--- src/rtl/wb_arbiter.sv ---
// -----------------------------------------------------------------------------
// wb_arbiter -- writeback stage of the 5-stage MIPS pipeline.
//
// Holds the MEM/WB boundary and drives the register-file write port. There are
// two producers. In-order pipeline results always win. Out-of-order results
// from the mult/div unit wait in a small FIFO and are written on cycles where
// the pipeline does not write. If the FIFO head waits STARVE_LIMIT edges, the
// block raises Stall_OUT for one cycle. During that cycle the pipeline inputs
// are ignored, so the head pops.
//
// Optional feature macro: WB_LOAD_EXTEND_EN
//   When it is defined, load data is byte/halfword extracted (big-endian) by
//   opcode and address. When it is not defined, loads return the raw memory
//   word.
//
// Parameters:
//   DEPTH        mult/div queue entries (power of two, >= 2)
//   STARVE_LIMIT waiting edges allowed before Stall_OUT asserts
//
// Ports:
//   CLOCK, RESET            clock (rising edge), async active-low reset
//   Mem*_IN                 MEM-stage instruction: valid, ALU result/address,
//                           read data, load flag, dest reg, write enable, raw
//                           instruction
//   MulDivValid/Data/Register_IN, MulDivReady_OUT
//                           valid/ready push port into the result queue
//   WriteData/Register/Enable_OUT
//                           registered register-file write port
//   Stall_OUT               registered; upstream holds the MEM stage
//   QueueCount_OUT          current queue occupancy
// -----------------------------------------------------------------------------
module wb_arbiter #(
    parameter int DEPTH        = 2,
    parameter int STARVE_LIMIT = 4
) (
    input  logic                     CLOCK,
    input  logic                     RESET,
    input  logic                     MemValid_IN,
    input  logic [31:0]              MemALUResult_IN,
    input  logic [31:0]              MemReadData_IN,
    input  logic                     MemRead_IN,
    input  logic [4:0]               MemWriteRegister_IN,
    input  logic                     MemWriteEnable_IN,
    input  logic [31:0]              MemInstruction_IN,
    input  logic                     MulDivValid_IN,
    input  logic [31:0]              MulDivData_IN,
    input  logic [4:0]               MulDivRegister_IN,
    output logic                     MulDivReady_OUT,
    output logic [31:0]              WriteData_OUT,
    output logic [4:0]               WriteRegister_OUT,
    output logic                     WriteEnable_OUT,
    output logic                     Stall_OUT,
    output logic [$clog2(DEPTH):0]   QueueCount_OUT
);

    localparam int PW = $clog2(DEPTH);
    localparam int CW = PW + 1;
    localparam int SW = $clog2(STARVE_LIMIT + 1);
    localparam logic [CW-1:0] FULL_COUNT  = CW'(DEPTH);
    localparam logic [SW-1:0] STARVE_STOP = SW'(STARVE_LIMIT);

    typedef struct packed {
        logic [31:0] data;
        logic [4:0]  regIdx;
    } qEntry_t;

    qEntry_t         queueMem [DEPTH];
    logic [PW-1:0]   wrPtr, rdPtr;
    logic [CW-1:0]   count;
    logic [SW-1:0]   starveCnt;
    logic [SW-1:0]   starveInc;

    logic            queueNonEmpty;
    logic            push, pop, pipeReq;
    logic [31:0]     loadData, pipeValue;
    qEntry_t         head;

    // ---------------- load data path ----------------
`ifdef WB_LOAD_EXTEND_EN
    logic [7:0]  loadByte;
    logic [15:0] loadHalf;

    always_comb begin
        // Big-endian: byte lane 0 is the most significant byte.
        loadByte = MemReadData_IN[31:24];
        case (MemALUResult_IN[1:0])
            2'd0:    loadByte = MemReadData_IN[31:24];
            2'd1:    loadByte = MemReadData_IN[23:16];
            2'd2:    loadByte = MemReadData_IN[15:8];
            default: loadByte = MemReadData_IN[7:0];
        endcase
        loadHalf = MemALUResult_IN[1] ? MemReadData_IN[15:0] : MemReadData_IN[31:16];

        loadData = MemReadData_IN;
        case (MemInstruction_IN[31:26])
            6'h20:   loadData = {{24{loadByte[7]}}, loadByte};   // LB
            6'h24:   loadData = {24'h0, loadByte};               // LBU
            6'h21:   loadData = {{16{loadHalf[15]}}, loadHalf};  // LH
            6'h25:   loadData = {16'h0, loadHalf};               // LHU
            default: loadData = MemReadData_IN;
        endcase
    end
`else
    logic unusedInstr;
    assign unusedInstr = ^MemInstruction_IN;
    assign loadData    = MemReadData_IN;
`endif

    assign pipeValue = MemRead_IN ? loadData : MemALUResult_IN;

    // ---------------- arbitration ----------------
    assign queueNonEmpty   = (count != '0);
    assign MulDivReady_OUT = RESET & (count < FULL_COUNT);
    // A register-0 result completes the handshake but is never stored.
    assign push    = MulDivValid_IN & MulDivReady_OUT & (MulDivRegister_IN != 5'd0);
    // Stall_OUT means the pipeline inputs are a repeat that upstream will
    // present again next cycle, so they are ignored for this cycle.
    assign pipeReq = MemValid_IN & MemWriteEnable_IN & (MemWriteRegister_IN != 5'd0) & ~Stall_OUT;
    assign pop     = ~pipeReq & queueNonEmpty;
    assign head    = queueMem[rdPtr];
    assign starveInc      = starveCnt + 1'b1;
    assign QueueCount_OUT = count;

    // Queue storage needs no reset. Occupancy is tracked by count alone.
    always_ff @(posedge CLOCK) begin
        if (push) queueMem[wrPtr] <= '{data: MulDivData_IN, regIdx: MulDivRegister_IN};
    end

    always_ff @(posedge CLOCK or negedge RESET) begin
        if (!RESET) begin
            WriteData_OUT     <= '0;
            WriteRegister_OUT <= '0;
            WriteEnable_OUT   <= 1'b0;
            Stall_OUT         <= 1'b0;
            count             <= '0;
            wrPtr             <= '0;
            rdPtr             <= '0;
            starveCnt         <= '0;
        end else begin
            if (pipeReq) begin
                WriteData_OUT     <= pipeValue;
                WriteRegister_OUT <= MemWriteRegister_IN;
                WriteEnable_OUT   <= 1'b1;
            end else if (queueNonEmpty) begin
                WriteData_OUT     <= head.data;
                WriteRegister_OUT <= head.regIdx;
                WriteEnable_OUT   <= 1'b1;
            end else begin
                WriteEnable_OUT   <= 1'b0;
            end

            // DEPTH is a power of two, so the pointers wrap naturally.
            if (push) wrPtr <= wrPtr + 1'b1;
            if (pop)  rdPtr <= rdPtr + 1'b1;

            case ({push, pop})
                2'b10:   count <= count + 1'b1;
                2'b01:   count <= count - 1'b1;
                default: count <= count;
            endcase

            // The stall cycle always pops: pipeReq is masked and the queue
            // is non-empty. This keeps starveCnt from running past the limit.
            if (pop || !queueNonEmpty) starveCnt <= '0;
            else                       starveCnt <= starveInc;

            Stall_OUT <= queueNonEmpty & ~pop & (starveInc == STARVE_STOP);
        end
    end

endmodule

--- config.mk ---
export PLATFORM = sky130hd
export DESIGN_NAME = wb_arbiter
export DESIGN_NICKNAME = d
export VERILOG_FILES = /design/src/rtl/wb_arbiter.sv
export SDC_FILE = /design/constraint.sdc
export NUM_CORES = 1
export LEC_CHECK = 0
export BUFFER_PORTS_ARGS = -buffer_cell sky130_fd_sc_hd__buf_2
export CORE_ASPECT_RATIO = 1.4
export CORE_MARGIN = 2
export CORE_UTILIZATION = 50
export CTS_CLUSTER_DIAMETER = 30
export CTS_CLUSTER_SIZE = 8
export DETAILED_ROUTE_END_ITERATION = 10
export GPL_TIMING_DRIVEN = 0
export PLACE_DENSITY = 0.81
export SLEW_MARGIN = 20
export SYNTH_ARGS = -nofsm -noshare
export SYNTH_HDL_FRONTEND = slang
export SYNTH_SLANG_ARGS = --single-unit
--- constraint.sdc ---
create_clock -name CLOCK -period 3.95 [get_ports CLOCK]
set_clock_uncertainty 0.05 [all_clocks]
set_input_delay 0.1975 -clock CLOCK [delete_from_list [all_inputs] [get_ports CLOCK]]
set_output_delay 0.1975 -clock CLOCK [all_outputs]
set_load 0.1 [all_outputs]
==> flow_metrics.env, run 1 <==
export IMPL_route_detailed_vias_per_inst=5.19
export IMPL_r2r_cells=4
export IMPL_clkSlewWorstSetupHoldPaths_ns=0.05
export IMPL_global_route_overflow_total=0
export IMPL_chipWidth_um=90.8
export IMPL_max_stage_delay_ns=0.63
export IMPL_tritoncts_num_sinks=120
export IMPL_1st_pass_router_iterations=4
export IMPL_path_cells="dlygate4sd3_1 -> buf_4 -> nor2b_2 -> o211ai_1 -> nor2_4 -> buf_16"
export IMPL_critical_path_startpoint_type="input pin"
export IMPL_final_max_slew_violation_count=0
export IMPL_finalSetupTns_ns=0
export IMPL_cap_viol_max_count=0
export IMPL_synthesis_area_per_instance_um2=14.8
export IMPL_syn_nets=504
export IMPL_tritoncts="yes"
export IMPL_finalWeightedCongestion=0.758
export IMPL_htree_levels=4
export IMPL_ys_seq_area_share_pct=63.9
export IMPL_yosys_cell_types_count=30
export IMPL_timing_slew_headroom_pct=45.9
export IMPL_insertedDiodeCount=0
export IMPL_postRouteWirelength_um=12100
export IMPL_design_die_area_um2=11400
export IMPL_max_clock_freq_ghz=0.379
export IMPL_leakage_nw=3.10
export IMPL_share_of_cells_above_drive_strength_1_pct=43.2
export IMPL_finalCritPeriodShare_pct=66.8
export IMPL_route_antenna_remaining_nets=0
export IMPL_cts_inserted_buffers=17
export IMPL_count_of_unresolved_drc_violations_after_routing=0
export IMPL_rsz0062_at_grt="false"
export IMPL_worstPathMaxFanout=47
export IMPL_setup_viol_count_final=0
export IMPL_boundaryPins=186
export IMPL_cellPowerDensity_nw_per_um2=873
export IMPL_post_synth_inst_count=357
export IMPL_reg2reg_setup_slack_ns=1.85
export IMPL_ys_warnings_count=0
export IMPL_global_route_peak_usage_layer="met2"
export IMPL_cts_root_buf="clkbuf_16"
export IMPL_critical_path_required_ns=4.00
export IMPL_worst_endpoint_arrival_ns=2.69
export IMPL_setup_worst_path_end_class="flop"
export IMPL_clkLatencyLatePin_ns=0.40
export IMPL_clock_path_buffers=2
export IMPL_globalRouteTotalUtil_pct=21.8
export IMPL_layout_cell_area_non_filler_um2=7300
export IMPL_routedWlPerCell_um=16.7
export IMPL_grt_met3_usage_pct=5.90
export IMPL_worst_r2r_endpoint="queueMem[1][14]"
export IMPL_port_buffer_count=152
export IMPL_report_final_hold_viol_count=0
export IMPL_vias=3751
export IMPL_post_dp_cell_area_um2=6280
export IMPL_largest_net_degree_at_the_start_of_global_routing=48
export IMPL_crit_slowest_cell="nor2_4"
export IMPL_result_of_the_run="completed"
export IMPL_grt_util_met1_pct=23.6
export IMPL_row_count=44
export IMPL_post_route_min_period_ns=2.64
export IMPL_grt_first_pass_wirelength_um=19100
export IMPL_antenna_found_initial=0
export IMPL_areaGrowthSynthToFinish_pct=38.4
export IMPL_ys_ff_latch=120
export IMPL_timing_worst_slew_pin_value_ns=0.811
export IMPL_destination_of_the_critical_timing_path="queueMem[1][14]"
export IMPL_start_util_pct=51.0
export IMPL_vias_in_the_first_global_route=3998
export IMPL_hold_path_class="input pin to flop"
export IMPL_mappedNetlistArea_um2=5280
export IMPL_vdd_drop_max_mv=0.531
export IMPL_crit_reg2reg_launch="QueueCount_OUT[1]"
export IMPL_setup_worst_path_class="input pin to flop"
export IMPL_floorplan_core_area_um2=10300
export IMPL_worst_setup_path_startpoint="RESET"
export IMPL_initialDrtViolationCount=156
export IMPL_hpwl_um=8290
export IMPL_net_count_reported_at_finish=719
export IMPL_die_y_um=126
export IMPL_global_route_usage_met2_pct=39.7
-- cells in the mapped netlist, drive strengths merged --
master | instances | area share (%)
edfxtp | 74 | 42
mux2i | 69 | 13
dfrtp | 46 | 22
nor2 | 41 | 2.9
a21oi | 36 | 4.8
a211oi | 32 | 7.6
buf | 14 | 2.5
clkbuf | 11 | 0.78
o21ai | 7 | 0.66
nand2 | 6 | 0.43
ha | 3 | 0.71
xnor2 | 3 | 0.50
inv | 2 | 0.14
nor3 | 2 | 0.19
nor3b | 2 | 0.28
or4 | 2 | 0.36
xor2 | 2 | 0.33
a2bb2oi | 1 | 0.17
and3b | 1 | 0.17
nor2b | 1 | 0.12
o211ai | 1 | 0.14
o21a | 1 | 0.14
-- cells by family after synthesis --
kind of cell               after synthesis  share of synthesized area [%]
xor gates and xnor gates                 5                          0.830
buffers and inverters                   27                           3.42
muxes                                   69                           13.1
AOI/OAI and AO/OA                       78                           13.5
DFF                                    120                           63.9
and+or+nand+nor                         55                           4.46
adders and majority gates                3                          0.712
-- where the power goes --
| part | internal [mW] | total, mW | switching, mW |
|---|---|---|---|
| registers | 1.64 | 1.83 | 0.186 |
| logic | 0.676 | 3.01 | 2.34 |
| clock network | 0.999 | 1.53 | 0.532 |
| total | 3.32 | 6.37 | 3.06 |
-- worst min path at each step --
stage	startpoint	to	slack [ns]	depth (start not counted)
2_1_floorplan	RESET	QueueCount_OUT[0]	-0.15	0
3_3_place_gp	MulDivData_IN[22]	queueMem[0][27]	0.34	1
3_5_place_dp	MulDivData_IN[14]	queueMem[1][19]	0.34	1
4_1_cts	MemWriteRegister_IN[0]	WriteRegister_OUT[0]	0.009	3
5_1_grt	MemReadData_IN[11]	WriteData_OUT[11]	0.04	3
6_report	MemWriteRegister_IN[0]	WriteRegister_OUT[0]	0.02	3
-- metrics by stage --
stage / utilization, % / instances / worst slack (ns) / power, mW / hold slack, ns
floorplan: - / 357 / 0.284 / 4.26 / -0.148
global placement: 60.1 / 647 / 0.330 / 4.75 / 0.337
detailed placement: 60.7 / 649 / 0.979 / 4.83 / 0.339
CTS: 70.5 / 723 / 0.847 / 6.41 / 0.00918
global route: 70.5 / 723 / 1.09 / 6.63 / 0.0376
finish: 70.5 / 723 / 1.31 / 6.37 / 0.0223
-- layout make-up --
cell class / count / area (um2)
sequential: 120 / 3370
fill: 771 / 3050
multi-input combinational: 210 / 1740
timing repair buffer: 196 / 1240
clock buffer: 18 / 439
buffer: 25 / 173
tap: 138 / 173
clock inverter: 14 / 155
inverter: 2 / 7.51
-- metal layers --
layer | wire length (um) | share of wire [%]
met5 | 0 | 0
met4 | 219 | 1.8
met3 | 564 | 4.7
met2 | 6640 | 55
met1 | 4640 | 38
-- critical path: cells and delay by family --
| family | cells | cell delay (ns) |
|---|---|---|
| AO/OA/AOI/OAI | 1 | 0.29 |
| buffers and inverters | 3 | 1.29 |
| AND/OR/NAND/NOR | 2 | 0.90 |
-- sequential cells by signal, summed over array words and instances, names as in the netlist --
name,flops
rdPtr,1
QueueCount_OUT,2
queueMem,74
starveCnt,3
Stall_OUT,1
wrPtr,1
WriteData_OUT,32
WriteRegister_OUT,5
WriteEnable_OUT,1
-- cell usage in the layout (no fill, tap or decap), types with 4 or more instances in the layout --
cell type	synthesis	routed
a211oi_2	32	32
a21oi_1	16	16
a21oi_2	20	20
buf_2	5	156
buf_6	4	4
clkbuf_1	11	11
clkbuf_16	0	17
clkinv_2	0	5
dfrtp_1	46	46
dlygate4sd3_1	0	42
edfxtp_1	74	74
mux2i_1	69	69
nand2_1	6	6
nor2_1	41	39
o21ai_0	6	6
-- what timing repair did --
action	in CTS	in global routing
buffers inserted	0	0
endpoints found under the hold margin	113	0
hold buffers	42	0
gates resized for setup	0	0
No activity file was read; power rests on OpenSTA's default activity.
==> run 2, diff against run 1 <==
--- a/config.mk
+++ b/config.mk
@@ -8,12 +8,12 @@
 export BUFFER_PORTS_ARGS = -buffer_cell sky130_fd_sc_hd__buf_2
 export CORE_ASPECT_RATIO = 1.4
 export CORE_MARGIN = 2
-export CORE_UTILIZATION = 50
+export CORE_UTILIZATION = 45
 export CTS_CLUSTER_DIAMETER = 30
 export CTS_CLUSTER_SIZE = 8
 export DETAILED_ROUTE_END_ITERATION = 10
 export GPL_TIMING_DRIVEN = 0
-export PLACE_DENSITY = 0.81
+export PLACE_DENSITY = 0.77
 export SLEW_MARGIN = 20
 export SYNTH_ARGS = -nofsm -noshare
 export SYNTH_HDL_FRONTEND = slang
==> constraint.sdc (replaced) <==
create_clock -name CLOCK -period 2.2 [get_ports CLOCK]
set_clock_uncertainty 0.05 [all_clocks]
set_input_delay 0.11 -clock CLOCK [delete_from_list [all_inputs] [get_ports CLOCK]]
set_output_delay 0.11 -clock CLOCK [all_outputs]
set_load 0.1 [all_outputs]
==> flow_metrics.env, run 2 (synthesis gave the netlist of run 1 again) <==
export IMPL_result_of_the_run="completed"
export IMPL_timing_worst_slew_pin_value_ns=1.14
export IMPL_r2r_cells=6
export IMPL_layout_cells_most_common_list="buf_2, dlygate4sd3_1, edfxtp_1, mux2i_1, dfrtp_1"
export IMPL_path_cells="dlygate4sd3_1 -> buf_2 -> o211ai_1 -> ha_1 -> nor2_1 -> xor2_1"
export IMPL_timing_slew_headroom_pct=23.7
export IMPL_path_delay_family="compound AO/OA/AOI/OAI gates"
export IMPL_die_y_um=132
export IMPL_number_of_flip_flops_under_the_largest_register_name=74
export IMPL_design_die_area_um2=12600
export IMPL_vias_in_the_first_global_route=4667
export IMPL_clkLatencyLatePin_ns=0.41
export IMPL_fillCellCount=771
export IMPL_route_detailed_vias_per_inst=5.13
export IMPL_clock_path_buffers=2
export IMPL_crit_reg2reg_launch="QueueCount_OUT[1]"
export IMPL_reg2reg_setup_slack_ns=0.15
export IMPL_final_seq_area_um2=3380
export IMPL_max_clock_freq_ghz=0.471
export IMPL_setup_worst_path_end_class="flop"
export IMPL_final_max_slew_violation_count=0
export IMPL_critical_path_required_ns=2.48
export IMPL_hold_path_class="input pin to flop"
export IMPL_count_of_unresolved_drc_violations_after_routing=0
export IMPL_cts_inserted_buffers=17
export IMPL_largest_register="queueMem"
export IMPL_setup_worst_path_class="input pin to flop"
export IMPL_worstHoldPathCells=3
export IMPL_report_final_hold_viol_count=0
export IMPL_setup_viol_count_final=0
export IMPL_areaGrowthSynthToFinish_pct=52.4
export IMPL_net_count_reported_at_finish=789
export IMPL_dpl_cell_count=653
export IMPL_worstPathMaxFanout=6
export IMPL_boundaryPins=186
export IMPL_cellPowerDensity_nw_per_um2=1450
export IMPL_max_stage_delay_ns=0.89
export IMPL_worst_hold_slack_ns=0.0198
export IMPL_hold_path_endpoint="WriteData_OUT[7]"
export IMPL_share_of_cells_above_drive_strength_1_pct=40.5
export IMPL_cts_root_buf="clkbuf_16"
export IMPL_leakage_nw=3.42
export IMPL_route_antenna_remaining_nets=0
export IMPL_layout_top_registers="queueMem: 74 flops, WriteData_OUT: 32 flops, WriteRegister_OUT: 5 flops"
export IMPL_tritoncts="yes"
export IMPL_floorplan_core_area_um2=11400
export IMPL_clkSlewWorstSetupHoldPaths_ns=0.06
export IMPL_finalWeightedCongestion=0.729
export IMPL_largest_net_degree_at_the_start_of_global_routing=47
export IMPL_initialDrtViolationCount=168
export IMPL_fin_worst_setup_slack_ns=0.0788
export IMPL_finalCritPeriodShare_pct=96.4
export IMPL_critical_path_startpoint_type="input pin"
export IMPL_worstPathBufferInverterCount=2
export IMPL_cap_viol_max_count=0
export IMPL_routedWlPerCell_um=17.7
export IMPL_worst_hold_startpoint="MemALUResult_IN[7]"
export IMPL_hpwl_um=8290
export IMPL_antenna_found_initial=0
export IMPL_1st_pass_router_iterations=4
export IMPL_port_buffer_count=152
export IMPL_grt_first_pass_wirelength_um=22300
export IMPL_tritoncts_num_sinks=120
export IMPL_layout_commonest_cell="buf_2"
export IMPL_vias=4095
export IMPL_vdd_drop_max_mv=0.896
export IMPL_worst_endpoint_arrival_ns=2.40
export IMPL_multiInputGateArea_um2=1770
export IMPL_insertedDiodeCount=0
export IMPL_globalRouteTotalUtil_pct=23.8
export IMPL_global_route_overflow_total=0
export IMPL_crit_slowest_cell="o211ai_1"
export IMPL_postRouteWirelength_um=14100
export IMPL_dpl_worst_slack_ns=-0.896
export IMPL_row_count=46
export IMPL_instances_no_fill=799
export IMPL_post_route_min_period_ns=2.12
export IMPL_htree_levels=4
export IMPL_chipWidth_um=95.5
export IMPL_worst_r2r_endpoint="QueueCount_OUT[1]"
export IMPL_start_util_pct=46.3
run 2: cell types whose count changed in the layout (fill, tap and decap cells not counted), moves of 2 or more:
cell           change
buf_12             +4
buf_4              +2
clkbuf_2           +2
clkinv_1           -2
clkinv_2           -2
clkinv_4           +2
dlygate4sd3_1     +63
inv_6              +3
nor2_4             +2
run 2: report_power, final:
group	internal, mW	switching, mW	total [mW]
Sequential	2.95	0.343	3.30
Combinational	1.34	4.28	5.62
Clock	1.74	1.04	2.78
Total	6.03	5.66	11.7
run 2: how the worst max path moves through the flow:
stage	from	to	slack, ns	cells after the start
after global placement	RESET	queueMem[0][23]	-0.79	4
after global routing	MulDivRegister_IN[1]	QueueCount_OUT[1]	-0.003	7
after floorplan	QueueCount_OUT[1]	queueMem[0][0]	-0.51	3
after detailed placement	RESET	queueMem[1][24]	-0.90	4
after CTS	QueueCount_OUT[1]	queueMem[0][4]	0.01	3
final	MulDivRegister_IN[1]	QueueCount_OUT[1]	0.08	6
run 2: area by class of cell:
| cell class | instances | area share, % |
|---|---|---|
| tap | 144 | 2.24 |
| buffer | 25 | 2.18 |
| clock inverter | 13 | 1.79 |
| inverter | 2 | 0.0934 |
| multi-input combinational | 212 | 22.0 |
| clock buffer | 19 | 5.63 |
| sequential | 120 | 42.0 |
| timing repair buffer | 264 | 24.1 |
run 2: worst register-to-register path: cells and delay by family (launching register included):
| kind | cells | cell delay (ns) |
|---|---|---|
| flip-flops | 1 | 0.52 |
| AO/OA/AOI/OAI | 1 | 0.43 |
| XOR/XNOR | 2 | 0.28 |
| adder cells (fa/ha/maj) | 1 | 0.43 |
| AND/OR/NAND/NOR | 2 | 0.27 |
run 2: per-stage QoR:
step / cell area [um2] / TNS [ns] / utilization, % / total power, mW
floorplan: 5300 / -37.43 / - / 7.67
global placement: 6240 / -58.03 / 54.8 / 8.57
detailed placement: 6240 / -65.98 / 54.8 / 8.68
CTS: 8020 / 0 / 70.4 / 11.7
global route: 8040 / -0.00291 / 70.6 / 12.2
finish: 8040 / 0 / 70.6 / 11.7
run 2: timing repair:
action / 4_1_cts / 5_1_grt
pin swaps: 3 / 2
hold buffers: 106 / 0
endpoints found under the setup margin: 74 / 30
endpoints found under the hold margin: 156 / 0
gates cloned: 2 / 0
resized for setup: 3 / 3
buffers inserted: 5 / 1
run 2: metal layers:
metal | global-route usage, % | share of wire [%] | up-vias
met4 | 12.8 | 3.7 | 0
met1 | 24.2 | 35 | 1975
met3 | 4.97 | 4.9 | 47
met2 | 43.8 | 56 | 161
li1 | - | - | 1912
met5 | 0 | 0 | -
==> run 3, diff against run 2 <==
--- a/config.mk
+++ b/config.mk
@@ -8,12 +8,12 @@
 export BUFFER_PORTS_ARGS = -buffer_cell sky130_fd_sc_hd__buf_2
 export CORE_ASPECT_RATIO = 1.4
 export CORE_MARGIN = 2
-export CORE_UTILIZATION = 45
+export CORE_UTILIZATION = 50
 export CTS_CLUSTER_DIAMETER = 30
 export CTS_CLUSTER_SIZE = 8
 export DETAILED_ROUTE_END_ITERATION = 10
 export GPL_TIMING_DRIVEN = 0
-export PLACE_DENSITY = 0.77
+export PLACE_DENSITY = 0.81
 export SLEW_MARGIN = 20
 export SYNTH_ARGS = -nofsm -noshare
 export SYNTH_HDL_FRONTEND = slang
==> constraint.sdc (replaced) <==
create_clock -name CLOCK -period 2 [get_ports CLOCK]
set_clock_uncertainty 0.05 [all_clocks]
set_input_delay 0.1 -clock CLOCK [delete_from_list [all_inputs] [get_ports CLOCK]]
set_output_delay 0.1 -clock CLOCK [all_outputs]
set_load 0.1 [all_outputs]
==> flow_metrics.env, run 3 (synthesis gave the netlist of run 1 again) <==
export IMPL_largest_register="queueMem"
export IMPL_hold_path_class="input pin to flop"
export IMPL_layout_commonest_cell="buf_2"
export IMPL_hpwl_um=8090
export IMPL_postRouteWirelength_um=14700
export IMPL_final_max_slew_violation_count=0
export IMPL_global_route_overflow_total=0
export IMPL_cts_root_buf="clkbuf_16"
export IMPL_finalCritPeriodShare_pct=98.0
export IMPL_switching_share_pct=49.4
export IMPL_path_cells="dlygate4sd3_1 -> buf_2 -> or4_4 -> o21a_1 -> buf_6 -> nor2_4 -> ha_2 -> nor2_4 -> xor2_1"
export IMPL_worst_endpoint_arrival_ns=2.23
export IMPL_port_buffer_count=152
export IMPL_p_clk_share_pct=20.8
export IMPL_reg2reg_setup_slack_ns=0.12
export IMPL_htree_levels=4
export IMPL_comb_power_share_pct=50.2
export IMPL_post_dp_cell_area_um2=6240
export IMPL_cts_inserted_buffers=17
export IMPL_max_stage_delay_ns=0.54
export IMPL_cellPowerDensity_nw_per_um2=1570
export IMPL_layout_cells_most_common_list="buf_2, dlygate4sd3_1, edfxtp_1, mux2i_1, dfrtp_1"
export IMPL_layout_cell_area_non_filler_um2=8040
export IMPL_1st_pass_router_iterations=4
export IMPL_tritoncts="yes"
export IMPL_route_detailed_vias_per_inst=5.21
export IMPL_vdd_drop_max_mv=0.990
export IMPL_die_y_um=126
export IMPL_finalWeightedCongestion=0.765
export IMPL_max_clock_freq_ghz=0.510
export IMPL_largest_net_degree_at_the_start_of_global_routing=47
export IMPL_crit_reg2reg_launch="QueueCount_OUT[1]"
export IMPL_setup_worst_path_end_class="flop"
export IMPL_report_final_hold_viol_count=0
export IMPL_setup_viol_count_final=0
export IMPL_number_of_flip_flops_under_the_largest_register_name=74
export IMPL_fillCellCount=625
export IMPL_critical_path_startpoint_type="input pin"
export IMPL_grt_first_pass_wirelength_um=22900
export IMPL_timing_worst_slew_pin_value_ns=0.819
export IMPL_finalSetupTns_ns=0
export IMPL_r2r_cells=4
export IMPL_netSwitchingPower_mw=6.25
export IMPL_floorplan_core_area_um2=10300
export IMPL_instances_no_fill=797
export IMPL_timing_slew_headroom_pct=45.4
export IMPL_tritoncts_num_sinks=120
export IMPL_cap_viol_max_count=0
export IMPL_count_of_unresolved_drc_violations_after_routing=0
export IMPL_boundaryPins=186
export IMPL_dpl_worst_slack_ns=-1.06
export IMPL_layout_top_registers="queueMem: 74 flops, WriteData_OUT: 32 flops, WriteRegister_OUT: 5 flops"
export IMPL_vias_in_the_first_global_route=4664
export IMPL_setup_worst_path_class="input pin to flop"
export IMPL_start_util_pct=51.0
export IMPL_fin_worst_setup_slack_ns=0.0399
export IMPL_critical_path_required_ns=2.27
export IMPL_clkLatencyLatePin_ns=0.41
export IMPL_routedWlPerCell_um=18.5
export IMPL_antenna_found_initial=1
export IMPL_share_of_cells_above_drive_strength_1_pct=41.3
export IMPL_worst_hold_slack_ns=0.00240
export IMPL_globalRouteTotalUtil_pct=26.6
export IMPL_worst_hold_startpoint="MemReadData_IN[2]"
export IMPL_leakage_nw=3.41
export IMPL_design_die_area_um2=11400
export IMPL_initialDrtViolationCount=305
export IMPL_crit_slowest_cell="dlygate4sd3_1"
export IMPL_seqPwrFrac_pct=29.0
export IMPL_route_antenna_remaining_nets=0
export IMPL_internal_power_mw=6.39
export IMPL_clock_path_buffers=2
export IMPL_critical_path_top_cell_by_count="nor2_4"
export IMPL_row_count=44
export IMPL_net_count_reported_at_finish=792
export IMPL_worst_r2r_endpoint="WriteData_OUT[6]"
export IMPL_worstHoldPathCells=3
export IMPL_result_of_the_run="completed"
export IMPL_rsz0062_at_grt="true"
export IMPL_hold_path_endpoint="WriteData_OUT[2]"
export IMPL_chipWidth_um=90.8
export IMPL_worstPathMaxFanout=6
export IMPL_worstPathBufferInverterCount=3
export IMPL_clkSlewWorstSetupHoldPaths_ns=0.05
export IMPL_vias=4151
export IMPL_post_route_min_period_ns=1.96
export IMPL_path_delay_family="buffers and inverters"
export IMPL_areaGrowthSynthToFinish_pct=52.3
export IMPL_dpl_cell_count=647
## run 3: power groups by stage
stage               clock network (mW)  registers [mW]  logic (mW)
floorplan                            0            6.58        1.86
global placement                     0            3.63        5.79
detailed placement                   0            3.66        5.88
CTS                               2.65            3.63        6.19
global route                      2.79            3.71        6.62
finish                            2.63            3.66        6.35
## run 3: cell type report
class                   instances  area (um2)  share of cell area, %
flip-flops and latches        120        3380                   42.1
repair buffers                268        1990                   24.8
multi-input cells             212        1790                   22.3
clock buffers                  22         454                   5.65
plain buffers                  24         173                   2.15
well taps                     138         173                   2.15
clock inverters                10        58.8                  0.732
inverters                       2        7.51                 0.0934
diodes                          1        2.50                 0.0311
## run 3: timing repair
item                                    in CTS  in global routing
endpoints found under the hold margin      157                  0
endpoints found under the setup margin      90                 78
pin swaps                                    5                  3
hold buffers                               107                  0
setup buffers                               10                  2
cloned                                       2                  1
gates resized for setup                      6                 11
## run 3: layer usage
layer	track usage, %	share of wire (%)
met1	27.7	36
met2	49.3	57
met3	5.96	4.2
met4	13.9	3.4
met5	0	0
## run 3: worst max-delay path by stage
stage	slack (ns)	startpoint	end	cells after the start
after floorplan	-0.71	QueueCount_OUT[1]	queueMem[0][0]	3
after global placement	-1.01	RESET	queueMem[0][22]	4
after detailed placement	-1.06	RESET	queueMem[1][36]	4
after CTS	0.02	Stall_OUT	QueueCount_OUT[1]	9
after global routing	-0.07	MemWriteRegister_IN[1]	QueueCount_OUT[1]	9
final	0.04	MemWriteRegister_IN[1]	QueueCount_OUT[1]	9
## run 3: per-stage QoR
stage	total power, mW	util (%)
2_1_floorplan	8.44	-
5_1_grt	13.1	77.6
4_1_cts	12.5	77.1
3_3_place_gp	9.43	60.3
6_report	12.6	77.6
3_5_place_dp	9.54	60.3
## run 3: worst min-delay path, cell delays in order
cell,delay (ns)
buf_2,0.07
mux2i_1,0.09
a21oi_2,0.15
